===== src/rtl/bcd2bin_seq.sv =====
`default_nettype none
// ============================================================================
//  Module      : bcd2bin_seq
//  Description : Sequential BCD-to-binary converter (reverse double-dabble).
//                Takes NDIG packed BCD digits plus an optional sign and
//                returns a two's-complement binary value. One bit of the
//                operand is shifted out of the BCD register per SHIFT
//                state, followed by a parallel per-digit correction in CORR.
//                A conversion takes 8*NDIG+1 cycles from the accepted start
//                to the done pulse. An operand containing a non-decimal
//                nibble is rejected after one cycle with err set.
//
//  Parameters  : NDIG      - number of BCD digits (1..8)
//                BIN_W     - magnitude width, 2**BIN_W > 10**NDIG - 1
//                SIGNED_EN - 1: sign_in negates result, 0: sign_in ignored
//
//  Ports       : clk      in   clock, rising edge
//                rst      in   synchronous active-high reset
//                start    in   conversion request, sampled only in IDLE
//                bcd_in   in   packed BCD operand, digit 0 in [3:0]
//                sign_in  in   1 = negative operand
//                busy     out  conversion in progress
//                done     out  one-cycle completion pulse
//                err      out  valid with done, 1 = some digit > 9
//                bin_out  out  two's-complement result, held until next done
//
//  Revision    : 1.0  initial release
// ============================================================================
module bcd2bin_seq #(
    parameter int NDIG      = 4,
    parameter int BIN_W     = 14,
    parameter bit SIGNED_EN = 1'b1
) (
    input  logic              clk,
    input  logic              rst,
    input  logic              start,
    input  logic [4*NDIG-1:0] bcd_in,
    input  logic              sign_in,
    output logic              busy,
    output logic              done,
    output logic              err,
    output logic [BIN_W:0]    bin_out
);

    // ------------------------------------------------------------------------
    // Constants
    // ------------------------------------------------------------------------
    localparam int c_W  = 4 * NDIG;           // operand width in bits
    localparam int c_CW = $clog2(c_W + 1);    // shift counter width

    // The conversion is complete once every operand bit has been shifted.
    localparam logic [c_CW-1:0] c_CNT_LAST = c_CW'(c_W);

    localparam logic [2:0] c_IDLE  = 3'd0;
    localparam logic [2:0] c_SHIFT = 3'd1;
    localparam logic [2:0] c_CORR  = 3'd2;
    localparam logic [2:0] c_FIN   = 3'd3;
    localparam logic [2:0] c_ERR   = 3'd4;

    // ------------------------------------------------------------------------
    // Registers
    // ------------------------------------------------------------------------
    logic [2:0]      r_state;
    logic [c_W-1:0]  r_bcd;      // BCD digits being drained, LSB first
    logic [c_W-1:0]  r_acc;      // binary result accumulates from the top
    logic            r_neg;
    logic [c_CW-1:0] r_cnt;
    logic            r_busy;
    logic            r_done;
    logic            r_err;
    logic [BIN_W:0]  r_bin;

    // ------------------------------------------------------------------------
    // Per-digit logic
    // ------------------------------------------------------------------------
    logic [NDIG-1:0] w_digit_bad;   // incoming nibble outside 0..9
    logic [c_W-1:0]  w_bcd_corr;    // r_bcd after per-digit correction
    logic            w_any_bad;

    genvar gd;
    generate
        for (gd = 0; gd < NDIG; gd++) begin : g_digit
            assign w_digit_bad[gd] = (bcd_in[4*gd+3 -: 4] > 4'd9);

            // After a right shift, the LSB of the next-higher digit lands in
            // bit 3 of this digit with weight 8 instead of 5. Subtracting 3
            // restores the decimal weight. A nibble with bit 3 set is >= 8,
            // and it can never be below 8 in that case, so no wrap occurs.
            assign w_bcd_corr[4*gd+3 -: 4] =
                r_bcd[4*gd+3] ? (r_bcd[4*gd+3 -: 4] - 4'd3) : r_bcd[4*gd+3 -: 4];
        end
    endgenerate

    assign w_any_bad = |w_digit_bad;

    // ------------------------------------------------------------------------
    // Result magnitude and sign
    // ------------------------------------------------------------------------
    logic [BIN_W-1:0] w_mag;
    logic [BIN_W:0]   w_pos;
    logic [BIN_W:0]   w_neg;

    generate
        if (BIN_W > c_W) begin : g_mag_pad
            assign w_mag = {{(BIN_W - c_W){1'b0}}, r_acc};
        end else if (BIN_W == c_W) begin : g_mag_exact
            assign w_mag = r_acc;
        end else begin : g_mag_trunc
            // For legal parameters the accumulator bits above BIN_W are
            // always zero, so they are simply dropped.
            logic w_acc_unused;
            assign w_mag        = r_acc[BIN_W-1:0];
            assign w_acc_unused = ^r_acc[c_W-1:BIN_W];
        end
    endgenerate

    assign w_pos = {1'b0, w_mag};
    assign w_neg = -w_pos;          // -0 naturally yields 0

    // ------------------------------------------------------------------------
    // Control and datapath
    // ------------------------------------------------------------------------
    always_ff @(posedge clk) begin
        if (rst) begin
            r_state <= c_IDLE;
            r_bcd   <= '0;
            r_acc   <= '0;
            r_neg   <= 1'b0;
            r_cnt   <= '0;
            r_busy  <= 1'b0;
            r_done  <= 1'b0;
            r_err   <= 1'b0;
            r_bin   <= '0;
        end else begin
            r_done <= 1'b0;

            case (r_state)
                c_IDLE: begin
                    if (start) begin
                        r_bcd <= bcd_in;
                        r_acc <= '0;
                        r_neg <= sign_in & SIGNED_EN;
                        r_cnt <= '0;
                        r_err <= 1'b0;
                        if (w_any_bad) begin
                            r_state <= c_ERR;
                        end else begin
                            r_state <= c_SHIFT;
                            r_busy  <= 1'b1;
                        end
                    end
                end

                c_SHIFT: begin
                    // Logical right shift of the concatenated {bcd, acc}.
                    {r_bcd, r_acc} <= {1'b0, r_bcd, r_acc[c_W-1:1]};
                    r_cnt          <= r_cnt + c_CW'(1);
                    r_state        <= c_CORR;
                end

                c_CORR: begin
                    r_bcd   <= w_bcd_corr;
                    r_state <= (r_cnt == c_CNT_LAST) ? c_FIN : c_SHIFT;
                end

                c_FIN: begin
                    r_bin   <= r_neg ? w_neg : w_pos;
                    r_done  <= 1'b1;
                    r_err   <= 1'b0;
                    r_busy  <= 1'b0;
                    r_state <= c_IDLE;
                end

                c_ERR: begin
                    r_bin   <= '0;
                    r_done  <= 1'b1;
                    r_err   <= 1'b1;
                    r_busy  <= 1'b0;
                    r_state <= c_IDLE;
                end

                default: begin
                    r_busy  <= 1'b0;
                    r_state <= c_IDLE;
                end
            endcase
        end
    end

    // ------------------------------------------------------------------------
    // Outputs
    // ------------------------------------------------------------------------
    assign busy    = r_busy;
    assign done    = r_done;
    assign err     = r_err;
    assign bin_out = r_bin;

endmodule
`default_nettype wire


===== config.mk =====
export PLATFORM = sky130hd
export DESIGN_NAME = bcd2bin_seq
export DESIGN_NICKNAME = d
export VERILOG_FILES = /design/src/rtl/bcd2bin_seq.sv
export SDC_FILE = /design/constraint.sdc
export NUM_CORES = 1
export LEC_CHECK = 0
export ABC_AREA = 1
export BUFFER_PORTS_ARGS = -buffer_cell sky130_fd_sc_hd__buf_4
export CORE_ASPECT_RATIO = 0.5
export CORE_UTILIZATION = 57
export CTS_CLUSTER_SIZE = 12
export DETAILED_ROUTE_END_ITERATION = 6
export PLACE_DENSITY = 0.79
export SKIP_CTS_REPAIR_TIMING = 1
export SLEW_MARGIN = 40
export SYNTH_ARGS = -nofsm -noshare
export SYNTH_HDL_FRONTEND = slang
export SYNTH_SLANG_ARGS = --single-unit
export TNS_END_PERCENT = 10

===== constraint.sdc =====
create_clock -name clk -period 1.95 [get_ports clk]
set_clock_uncertainty 0.1 [all_clocks]
set_input_delay 0.195 -clock clk [delete_from_list [all_inputs] [get_ports clk]]
set_output_delay 0.195 -clock clk [all_outputs]
set_load 0.01 [all_outputs]

=== Yosys cells after proc, flatten, opt, wreduce, memory -nomap -nowiden ===
Index checks and enable logic that the tools add are counted.

* Flip-flop bits (word level): 59
* Input port bits: 20
* Word-level logic and storage cells: 74
* Output and inout port bits: 18

* Reductions and logical operators: 17
* Bitwise gates (word level): 1
* Add/sub/neg operators: 6
* Muxes and demuxes: 22
* Equal/unequal tests: 11
* Magnitude comparators: 4

{| class="wikitable"
|+ Operators by type and width
! operator !! count
|-
| 16-bit one-hot mux with 3 select lines || 1
|-
| 16-bit 2-to-1 mux || 2
|-
| 16-bit one-hot mux with 2 select lines || 1
|-
| 15-bit one-hot mux with 2 select lines || 1
|-
| 4-bit > comparator (second input constant) || 4
|-
| 4-bit 2-to-1 mux || 4
|-
| 4-bit by 2-bit subtractor with 4-bit output (second input constant) || 4
|-
| 15-bit 2-to-1 mux || 1
|-
| 14-bit negation with 15-bit output || 1
|-
| 3-bit AND reduction || 5
|-
| 2-bit inequality test (second input constant) || 6
|-
| 5-bit one-hot mux with 2 select lines || 1
|-
| 3-bit one-hot mux with 3 select lines || 1
|-
| 2-bit AND reduction || 4
|-
| 3-bit by 2-bit equality test with 1-bit output (second input constant) || 2
|-
| 3-bit 2-to-1 mux || 2
|-
| 3-bit nonzero test || 2
|-
| 5-bit by 1-bit adder with 5-bit output (second input constant) || 1
|-
| 5-bit equality test (second input constant) || 1
|-
| 5-bit 2-to-1 mux || 1
|-
| 1-bit 2-to-1 mux || 4
|-
| 2-bit nonzero test || 2
|-
| 2-bit OR reduction || 2
|-
| 4-bit OR reduction || 1
|-
| other kinds (7) || 7
|}

=== Depth between registers and ports, before layout ===
Gate-level depths: netlist (run 1).

* Depth in word-level cells: 5
* Depth in mapped cells: 9
* Depth with buffers taken out: 9

=== Least setup slack after synthesis (run 1) ===
OpenSTA, ideal clock, no wires.

* Kind: register to register
* Start point: register r_state[0]
* End point: register r_bcd[1]
* Buffers on the path: 1
* Data arrival time: 1.163 ns
* Setup time: 0.117 ns
* Stages on the path, launching flop included: 8
* Required time: 1.733 ns
* Slack: 0.570 ns
* Clock period less this slack: 1.380 ns
* Path through: dfxtp_1 > nor2_4 > nand2_4 > buf_6 > nor2_1 > nor2_4 > o21ai_0 > nor2_1

* Longest elaborated chain between the ends: 3
* Elaborated cells on any way between the ends: 8
* Those cells by class: eq/ne (4); mux (1); reduce/logical (3)

{| class="wikitable"
|+ Ends and longest elaborated chain
! item !! RTL line !! RTL
|-
| start, declared || 63 || <nowiki>logic [2:0] r_state;</nowiki>
|-
| start signal, assigned || 125 || <nowiki>r_state <= c_IDLE;</nowiki>
|-
| start signal, assigned || 146 || <nowiki>r_state <= c_ERR;</nowiki>
|-
| start signal, assigned || 148 || <nowiki>r_state <= c_SHIFT;</nowiki>
|-
| 3-bit by 2-bit equality test with 1-bit output, or another cell as far along || 137 || <nowiki>case (r_state)</nowiki>
|-
| 2-bit inequality test (no line) / 3-bit nonzero test (equally long branches) || - ||
|-
| 3-bit AND reduction (no line) || - ||
|-
| end signal, assigned || 140 || <nowiki>r_bcd <= bcd_in;</nowiki>
|-
| end signal, assigned || 156 || <nowiki>{r_bcd, r_acc} <= {1'b0, r_bcd, r_acc[c_W-1:1]};</nowiki>
|-
| end signal, assigned || 162 || <nowiki>r_bcd <= w_bcd_corr;</nowiki>
|-
| end, declared || 64 || <nowiki>logic [c_W-1:0] r_bcd;</nowiki>
|}

Parallel ways exist; a longest one is shown, timed or not.
A chain may end at the register's enable or synchronous reset.

=== Final worst setup path (run 1) ===
* Start point: register r_state[0]
* End point: register r_bcd[5]

Same word-level chain as after synthesis.

==> results of run 1 <==
## registers in the layout, summed over array words and instances (netlist names)
name     count
r_state      3
err          1
r_cnt        5
bin_out     15
r_acc       16
r_bcd       16
done         1
busy         1
r_neg        1
## path summary, 6_finish.rpt
check,from,endpoint,slack (ns),cells after the start
worst max-delay path,r_state[0],r_bcd[5],0.27,7
worst min register to register,bin_out[1],bin_out[1],0.36,2
worst min-delay path,bcd_in[15],r_bcd[15],0.06,3
worst max register to register,r_state[0],r_bcd[5],0.27,7
## metal layers
layer / vias to the layer above / global-route usage
met5: - / 0
met3: 7 / 0.0988
met1: 1374 / 0.278
met4: 0 / 0.0685
met2: 103 / 0.480
li1: 1575 / -
## cell usage in the layout (no fill, tap or decap)
master | synthesis | final
a211oi_1 | 1 | 1
a21oi_1 | 43 | 43
a31o_2 | 2 | 2
a31oi_1 | 4 | 4
buf_4 | 6 | 43
bufinv_16 | 0 | 1
clkbuf_8 | 0 | 10
clkinv_2 | 4 | 5
clkinvlp_4 | 0 | 4
dfxtp_1 | 59 | 59
dlygate4sd3_1 | 0 | 1
ha_1 | 7 | 7
inv_1 | 43 | 43
inv_2 | 3 | 3
nand2_1 | 106 | 106
nand2_4 | 3 | 3
nand3_1 | 50 | 50
nand3_4 | 1 | 1
nand3b_1 | 2 | 2
nand4_1 | 4 | 4
nor2_1 | 54 | 54
nor2_4 | 5 | 6
nor2_8 | 2 | 2
o211ai_1 | 7 | 7
o21a_1 | 1 | 1
o21ai_0 | 27 | 27
o21bai_1 | 2 | 2
o221ai_1 | 2 | 2
o22ai_1 | 3 | 3
xnor2_1 | 1 | 1
xor2_1 | 3 | 3
## stage by stage
stage / worst slack [ns] / cell area (µm²) / hold WS, ns
after global placement: 0.301 / 3460 / 0.347
after global routing: 0.129 / 3680 / 0.0466
after CTS: 0.167 / 3670 / -0.0178
final: 0.265 / 3680 / 0.0590
after detailed placement: 0.172 / 3460 / 0.353
after floorplan: 0.570 / 3160 / 0.222
## tightest hold or removal path, stage by stage
cell and delay, ns:
buf_4 0.11, nand2_1 0.06, a31oi_1 0.07
## synth_stat cells, drive strengths merged
cell type / n
ha: 7
nand3: 51
xor2: 3
buf: 11
o211ai: 7
a21oi: 43
a211oi: 1
a31oi: 4
nand4: 4
clkbuf: 9
o21bai: 2
a31o: 2
o21ai: 27
nor2: 62
o22ai: 3
o221ai: 2
nand3b: 2
o21a: 1
inv: 46
nand2: 109
xnor2: 1
dfxtp: 59
clkinv: 4
## power by group through the flow
stage | Sequential, mW | Combinational (mW) | Clock (mW)
finish | 1.31 | 0.381 | 1.12
global route | 1.31 | 0.426 | 1.20
CTS | 1.30 | 0.375 | 1.15
detailed placement | 1.33 | 0.373 | 0
global placement | 1.33 | 0.358 | 0
floorplan | 1.32 | 0.284 | 0
## area by class of cell
type                    instances  area, µm²  area share
clock buffers                  10        138      0.0374
clock inverters                 6       65.1      0.0177
well taps                      70       87.6      0.0238
inverters                      50        193      0.0523
flip-flops and latches         59       1180       0.321
multi-input cells             331       1680       0.458
repair buffers                 44        333      0.0904
## logic make-up after synthesis
kind of cell,share of synthesized area
AOI/OAI and AO/OA,0.162
xor gates and xnor gates,0.0111
adders and majority gates,0.0277
buffers and inverters,0.0957
DFF,0.373
and+or+nand+nor,0.330
==> run_results.csv, run 1 <==
group,metric,value,unit
logic_synthesis,yosysSeqAreaShare,0.373,
power,sw_frac_of_total,0.281,
timing,post-route-period-util,0.864,
setup_path,critPathLaunchType,"register",
power,comb_power_share,0.136,
logic_synthesis,synth_area_leaders,"dfxtp_1 37%, nand2_1 13%, nand3_1 7.9%, a21oi_1 6.8%, nor2_1 6.4%",
layout,nNetsFinal,522,
power,seqPwrFrac,0.465,
flow_run,cap_violations,0,
setup_path,path_delay_family,"simple AND/OR/NAND/NOR gates",
power,power.leakage,1.58,nW
route,wl_met2,3340,µm
route,wl_met3,460,µm
cts,cts_buffers,9,
power,ir_worst_vdd,0.568,mV
logic_synthesis,yosys_warnings,0,
logic_synthesis,synth.distinct_cells,31,
setup_path,cp-end-kind,"register",
setup_path,cp.buffers_inverters,0,
setup_path,worstSetupPathType,"register to register",
layout,fill_cells,431,
timing,worst_pin_slew,0.470,ns
route,ant_nets,0,
logic_synthesis,synth_fp_nets,487,
floorplan,rows,18,
timing,layout_min_cycle_time,1.68,ns
placement,portBuffers,37,
route,drt_iter0_markers,145,
cts,clk_latency,0.34,ns
placement,finalWeightedCongestion,0.899,
logic_synthesis,syn_area,0.00316,mm²
setup_path,crit_required,2.08,ns
timing,hold_viol_final,0,
power,switchingPower,0.787,mW
cts,cts_max_path_buffers,2,
cts,h-tree-depth,3,
timing,slew-limit-headroom,0.686,
setup_path,path_cells,"nor2_4 > nand2_4 > nand2_4 > nor2_8 > nor2_4 > o21ai_0 > nor2_1",
logic_synthesis,synth.avg_cell_area,6.88,µm²
floorplan,die_y,54.7,µm
setup_path,crit_slowest_cell,"dfxtp_1",
timing,setup_viol,0,
power,pwr_density_cell,762,mW/mm²
floorplan,die-area,0.00587,mm²
power,power,2.80,mW
setup_path,crit_fanout,15,
global_routing,grt_use_total,0.255,
route,vias,3059,
route,postRouteWirelength,6990,µm
cts,cts_tree,"done",
placement,place_inst,553,
route,wl_met1,3120,µm
route,route.detailed.drc,0,
layout,antenna_cells,0,
global_routing,grt_pass1_vias,2675,
power,intPower,2.02,mW
route,wl_per_cell,12.3,µm
global_routing,grt-ovfl-total,0,
route,via_per_inst,5.37,
timing,slew_violations,0,
setup_path,cpPeakStageDelay,0.47,ns
floorplan,io_pins,38,
layout,drive_gt1_frac,0.160,
layout,syn_to_final_growth,16.4,%
floorplan,start_util,0.616,
global_routing,antenna_found_initial,0,
logic_synthesis,ys_ff_latch,59,
setup_path,worstPathArrival,1.82,ns
logic_synthesis,synth_cells,460,
global_routing,grt_max_degree,43,
timing,setup_tns,0,ns
timing,fmax,593,MHz
logic_synthesis,netlist.area_leader.share,0.373,
floorplan,core_area,0.00513,mm²
route,top_layer,"met4",
global_routing,grt_pass1_wl,11400,µm
timing,rsz0062_at_grt,"no",
logic_synthesis,synth_top_cell_by_area,"dfxtp_1",
power,power.share.clock,0.399,
cts,cts-root-buf,"clkbuf_8",
floorplan,fp.dieW,107,µm
run_status,status,"finished, final reports clean",
cts,cts_sinks,59,
layout,stdcell_count,570,
layout,final_util,0.717,
min_path,hp-class,"primary input to register",
route,dr.pass1.iters,4,
cts,clkTransAtPathRegs,0.06,ns
placement,dp_hpwl,4970,µm
Power figures use the tool's default switching activity.
==> inputs of run 2 (changes only) <==
--- a/config.mk
+++ b/config.mk
@@ -5,13 +5,12 @@
 export SDC_FILE = /design/constraint.sdc
 export NUM_CORES = 1
 export LEC_CHECK = 0
-export ABC_AREA = 1
 export BUFFER_PORTS_ARGS = -buffer_cell sky130_fd_sc_hd__buf_4
 export CORE_ASPECT_RATIO = 0.5
 export CORE_UTILIZATION = 57
 export CTS_CLUSTER_SIZE = 12
 export DETAILED_ROUTE_END_ITERATION = 6
-export PLACE_DENSITY = 0.79
+export PLACE_DENSITY = 0.8
 export SKIP_CTS_REPAIR_TIMING = 1
 export SLEW_MARGIN = 40
 export SYNTH_ARGS = -nofsm -noshare
==> run_results.csv, run 2 <==
group,metric,value,unit
layout,fill_cells,370,
logic_synthesis,yosys_warnings,0,
power,power,2.76,mW
setup_path,crit_required,2.06,ns
logic_synthesis,netlist.area_leader.share,0.397,
logic_synthesis,synth_mux_area_frac,0.00673,
layout,nNetsFinal,417,
layout,regArea,0.00118,mm²
power,seqPwrFrac,0.469,
timing,hold_slack,-0.0127,ns
global_routing,antenna_found_initial,0,
route,drt_iter0_markers,164,
global_routing,grt_pass1_vias,2517,
timing,hold_viol_final,1,
timing,layout_min_cycle_time,1.99,ns
timing,worst_pin_slew,0.665,ns
logic_synthesis,synth_xor_area_frac,0.0471,
setup_path,critPathLaunchType,"register",
logic_synthesis,yosysSeqAreaShare,0.397,
logic_synthesis,synth_compound_area_frac,0.275,
setup_path,worstPathArrival,2.11,ns
power,comb_power_share,0.101,
cts,cts_tree,"done",
flow_run,cap_violations,0,
logic_synthesis,synth_top_family_by_area,"compound AO/OA/AOI/OAI gates",
cts,cts_max_path_buffers,2,
setup_path,cp-end-kind,"register",
setup_path,reg2reg_depth,6,
power,intPower,2.06,mW
logic_synthesis,synth.avg_cell_area,8.70,µm²
floorplan,start_util,0.598,
route,route.detailed.drc,1,
power,switchingPower,0.704,mW
global_routing,grt_max_degree,53,
route,via_per_inst,6.00,
cts,cts_sinks,59,
route,wl_per_cell,15.5,µm
run_status,status,"complete, but fails checks",
placement,dp_hpwl,4700,µm
timing,post-route-period-util,1.02,
logic_synthesis,synth.top_cells.by_count,"59 x dfxtp_1, 36 x nor2_1, 24 x a21oi_1",
logic_synthesis,synth_area_leaders,"dfxtp_1 40%, nor2_1 4.5%, a22oi_1 4.3%, a221oi_1 4.1%, a21oi_1 4.0%",
power,power.leakage,1.49,nW
global_routing,grt-ovfl-total,0,
floorplan,die_y,53.1,µm
logic_synthesis,synth_fp_nets,369,
floorplan,fp.dieW,104,µm
min_path,whs_path_depth,3,
logic_synthesis,synthFlopType,"dfxtp_1",
cts,cts_buffers,9,
layout,final_cell_mix,"60 x buf_4, 58 x dfxtp_1, 36 x nor2_1",
route,postRouteWirelength,7220,µm
placement,dp_worst_setup_slack,-0.101,ns
route,ant_nets,0,
timing,fmax,502,MHz
layout,antenna_cells,0,
power,pwr_density_cell,763,mW/mm²
setup_path,rr_endpoint,"bin_out[14]",
layout,final_common_cell,"buf_4",
power,ir_worst_vdd,0.587,mV
global_routing,grt_use_total,0.269,
floorplan,rows,18,
logic_synthesis,synth_fa_ha_area_frac,0.0294,
logic_synthesis,synth_edf_count,0,
min_path,hp-class,"primary input to register",
layout,multi_input_area,0.00162,mm²
logic_synthesis,syn_area,0.00297,mm²
timing,rsz0062_at_grt,"yes",
timing,setup_tns,-0.0575,ns
logic_synthesis,yosys.area_share.simple,0.173,
placement,portBuffers,37,
logic_synthesis,synthArstFlopShare,0,
route,vias,2788,
min_path,min_from,"sign_in",
layout,syn_to_final_growth,21.8,%
floorplan,die-area,0.00553,mm²
power,power.share.clock,0.430,
logic_synthesis,ys_ff_latch,59,
timing,slew-limit-headroom,0.556,
cts,clk_latency,0.34,ns
logic_synthesis,synth_cells,342,
logic_synthesis,post-synth-top-count-cell,"dfxtp_1",
logic_synthesis,synth.distinct_cells,52,
min_path,whs_endpoint,"r_neg",
layout,stdcell_count,465,
timing,layout_setup_ws,-0.0425,ns
setup_path,crit_fanout,4,
setup_path,worstSetupPathType,"register to register",
floorplan,io_pins,38,
logic_synthesis,synth_top_cell_by_area,"dfxtp_1",
layout,drive_gt1_frac,0.235,
global_routing,grt_pass1_wl,11400,µm
power,sw_frac_of_total,0.255,
floorplan,core_area,0.00498,mm²
route,dr.pass1.iters,6,
placement,finalWeightedCongestion,0.864,
cts,clkTransAtPathRegs,0.07,ns
placement,place_inst,448,
setup_path,ff2ff_setup_slack,-0.04,ns
cts,h-tree-depth,3,
timing,slew_violations,0,
run_status,violations,"design-rule violations, negative hold slack, negative setup slack",
setup_path,r2r-start,"r_acc[0]",
timing,setup_viol,2,
cts,cts-root-buf,"clkbuf_8",
-- run 2: cell types whose count changed after synthesis, sizes merged, moves of 9 or more --
cell	change
a22o	+9
a21oi	-19
xnor2	+10
a221oi	+14
a22oi	+17
nor2	-26
nand2	-92
nand3	-45
inv	-27
-- run 2: final cells by class --
type,count,area share
Multi-Input combinational cell,241,0.447
Inverter,19,0.0197
Clock inverter,4,0.0131
Timing Repair Buffer,60,0.124
Clock buffer,12,0.0456
Sequential cell,59,0.326
Tap cell,70,0.0242
-- run 2: cells by family after synthesis --
logic type,count (synthesis)
muxes,2
xor gates and xnor gates,16
AOI/OAI and AO/OA,117
adders and majority gates,7
buffers and inverters,42
DFF,59
and+or+nand+nor,99
-- run 2: per-layer routing --
layer	part of all wire	track usage	vias up
met1	0.45	0.316	1335
met3	0.061	0.108	16
li1	-	-	1347
met5	0	0	-
met2	0.48	0.460	90
met4	0.011	0.0857	0
-- run 2: critical path, stage by stage (launching register included) --
cell      delay [ns]
dfxtp_2         0.33
inv_2           0.07
ha_4            0.13
or4b_4          0.49
or4_4           0.54
o211ai_2        0.14
a21oi_1         0.07
-- run 2: through the flow --
stage / util / area, µm²
finish: 0.728 / 3620
global route: 0.728 / 3620
CTS: 0.719 / 3580
detailed placement: 0.676 / 3360
global placement: 0.676 / 3360
floorplan: - / 2970
-- run 2: power by group through the flow --
stage	combinational, mW	sequential [mW]	clock [mW]
after floorplan	0.195	1.31	0
after global placement	0.268	1.32	0
after detailed placement	0.276	1.32	0
after CTS	0.279	1.29	1.20
after global routing	0.311	1.30	1.25
final	0.281	1.30	1.19
-- run 2: how the worst max path moves through the flow --
stage	endpoint	depth (start not counted)	startpoint
global placement	bin_out[14]	6	r_acc[0]
detailed placement	bin_out[14]	6	r_acc[0]
finish	bin_out[14]	6	r_acc[0]
CTS	bin_out[14]	6	r_acc[0]
floorplan	bin_out[14]	6	r_acc[0]
global route	bin_out[14]	6	r_acc[0]
==> inputs of run 3 (changes only) <==
--- a/config.mk
+++ b/config.mk
@@ -5,12 +5,12 @@
 export SDC_FILE = /design/constraint.sdc
 export NUM_CORES = 1
 export LEC_CHECK = 0
-export BUFFER_PORTS_ARGS = -buffer_cell sky130_fd_sc_hd__buf_4
 export CORE_ASPECT_RATIO = 0.5
 export CORE_UTILIZATION = 57
 export CTS_CLUSTER_SIZE = 12
 export DETAILED_ROUTE_END_ITERATION = 6
-export PLACE_DENSITY = 0.8
+export DONT_BUFFER_PORTS = 1
+export PLACE_DENSITY = 0.73
 export SKIP_CTS_REPAIR_TIMING = 1
 export SLEW_MARGIN = 40
 export SYNTH_ARGS = -nofsm -noshare
==> run_results.csv, run 3 (same netlist as run 2, synthesis figures left out) <==
group,metric,value,unit
global_routing,grt_pass1_wl,10500,µm
timing,hold_viol_final,45,
setup_path,endpoint,"bin_out[14]",
layout,nNetsFinal,385,
setup_path,ff2ff_setup_slack,0.04,ns
timing,fmax,523,MHz
layout,final_util,0.672,
route,wl_per_cell,15.6,µm
floorplan,io_pins,38,
setup_path,crit_fanout,4,
global_routing,grt-ovfl-total,0,
route,via_per_inst,6.10,
route,route.detailed.drc,0,
cts,cts-root-buf,"clkbuf_8",
cts,cts_max_path_buffers,2,
setup_path,crit_required,2.08,ns
power,ir_worst_vdd,0.501,mV
power,power.leakage,1.33,nW
floorplan,fp.dieW,104,µm
route,vias,2637,
timing,setup_tns,0,ns
global_routing,grt_pass1_vias,2292,
setup_path,path_cells,"inv_2 > ha_4 > or4b_4 > or4_4 > o211ai_2 > a21oi_1",
layout,design_area,0.00334,mm²
setup_path,r2r-start,"r_acc[1]",
floorplan,die_y,53.1,µm
route,dr.pass1.iters,4,
layout,final_common_cell,"dfxtp_1",
setup_path,reg2reg_depth,6,
layout,multi_input_area,0.00160,mm²
cts,cts_tree,"done",
min_path,hp-class,"primary input to register",
layout,regArea,0.00118,mm²
layout,syn_to_final_growth,12.5,%
power,pwr_density_cell,770,mW/mm²
timing,slew-limit-headroom,0.598,
setup_path,crit_slowest_cell,"or4_4",
flow_run,cap_violations,0,
floorplan,rows,18,
cts,cts_sinks,59,
timing,layout_min_cycle_time,1.91,ns
run_status,violations,"negative hold slack",
route,postRouteWirelength,6730,µm
cts,clkTransAtPathRegs,0.07,ns
layout,antenna_cells,0,
run_status,status,"complete, but fails checks",
placement,dp_hpwl,4630,µm
timing,slew_violations,0,
placement,place_area,0.00309,mm²
layout,fill_cells,408,
layout,drive_gt1_frac,0.149,
floorplan,start_util,0.598,
route,drt_iter0_markers,117,
setup_path,worstPathArrival,2.04,ns
cts,clk_latency,0.34,ns
global_routing,grt_use_total,0.248,
setup_path,critPathLaunchType,"register",
cts,h-tree-depth,3,
floorplan,core_area,0.00498,mm²
timing,hold_slack,-0.183,ns
timing,post-route-period-util,0.981,
floorplan,die-area,0.00553,mm²
setup_path,crit_start,"r_acc[1]",
setup_path,cp-end-kind,"register",
global_routing,antenna_found_initial,0,
cts,cts_buffers,9,
setup_path,cpPeakStageDelay,0.50,ns
route,ant_nets,0,
timing,worst_pin_slew,0.601,ns
setup_path,rr_endpoint,"bin_out[14]",
placement,portBuffers,0,
setup_path,worstSetupPathType,"register to register",
layout,final_cell_mix,"57 x dfxtp_1, 36 x nor2_1, 24 x a21oi_1",
global_routing,grt_max_degree,53,
timing,setup_viol,0,
placement,finalWeightedCongestion,0.818,
[run 3: routing by layer]
| metal | part of all wire | GRT usage |
|---|---|---|
| met4 | 0.0046 | 0.0667 |
| met2 | 0.47 | 0.427 |
| met5 | 0 | 0 |
| met1 | 0.44 | 0.285 |
| met3 | 0.083 | 0.112 |
[run 3: how the worst min path moves through the flow]
stage          startpoint          end  cells after the start
2_1_floorplan     sign_in        r_neg                      2
3_3_place_gp          rst     r_cnt[2]                      1
3_5_place_dp          rst     r_bcd[3]                      1
4_1_cts               rst  bin_out[14]                      1
5_1_grt               rst  bin_out[14]                      1
6_report              rst     r_acc[9]                      1
[run 3: final cells by class]
cell class,count,share of cell area
multi-input cells,241,0.478
clock buffers,9,0.0370
flip-flops and latches,59,0.354
clock inverters,6,0.0172
inverters,19,0.0213
repair buffers,28,0.0666
well taps,70,0.0262
[run 3: critical path, delay by kind of cell (launching register included)]
kind | cells | cell delay [ns]
AO/OA/AOI/OAI | 2 | 0.21
adder cells (fa/ha/maj) | 1 | 0.13
buffers and inverters | 1 | 0.07
flip-flops | 1 | 0.32
AND/OR/NAND/NOR | 2 | 0.98
[run 3: power breakdown]
group / switching [mW] / internal (mW) / total (mW)
Sequential: 0.0465 / 1.25 / 1.29
Combinational: 0.133 / 0.106 / 0.239
Clock: 0.471 / 0.572 / 1.04
[run 3: metrics by stage]
stage | instances | setup WS (ns) | power (mW) | hold slack [ns]
2_1_floorplan | 342 | 0.0424 | 1.50 | 0.239
3_3_place_gp | 412 | 0.0169 | 1.54 | 0.168
3_5_place_dp | 412 | -0.00738 | 1.55 | 0.171
4_1_cts | 427 | -0.00777 | 2.59 | -0.199
5_1_grt | 432 | -0.00108 | 2.69 | -0.204
6_report | 432 | 0.0372 | 2.57 | -0.183
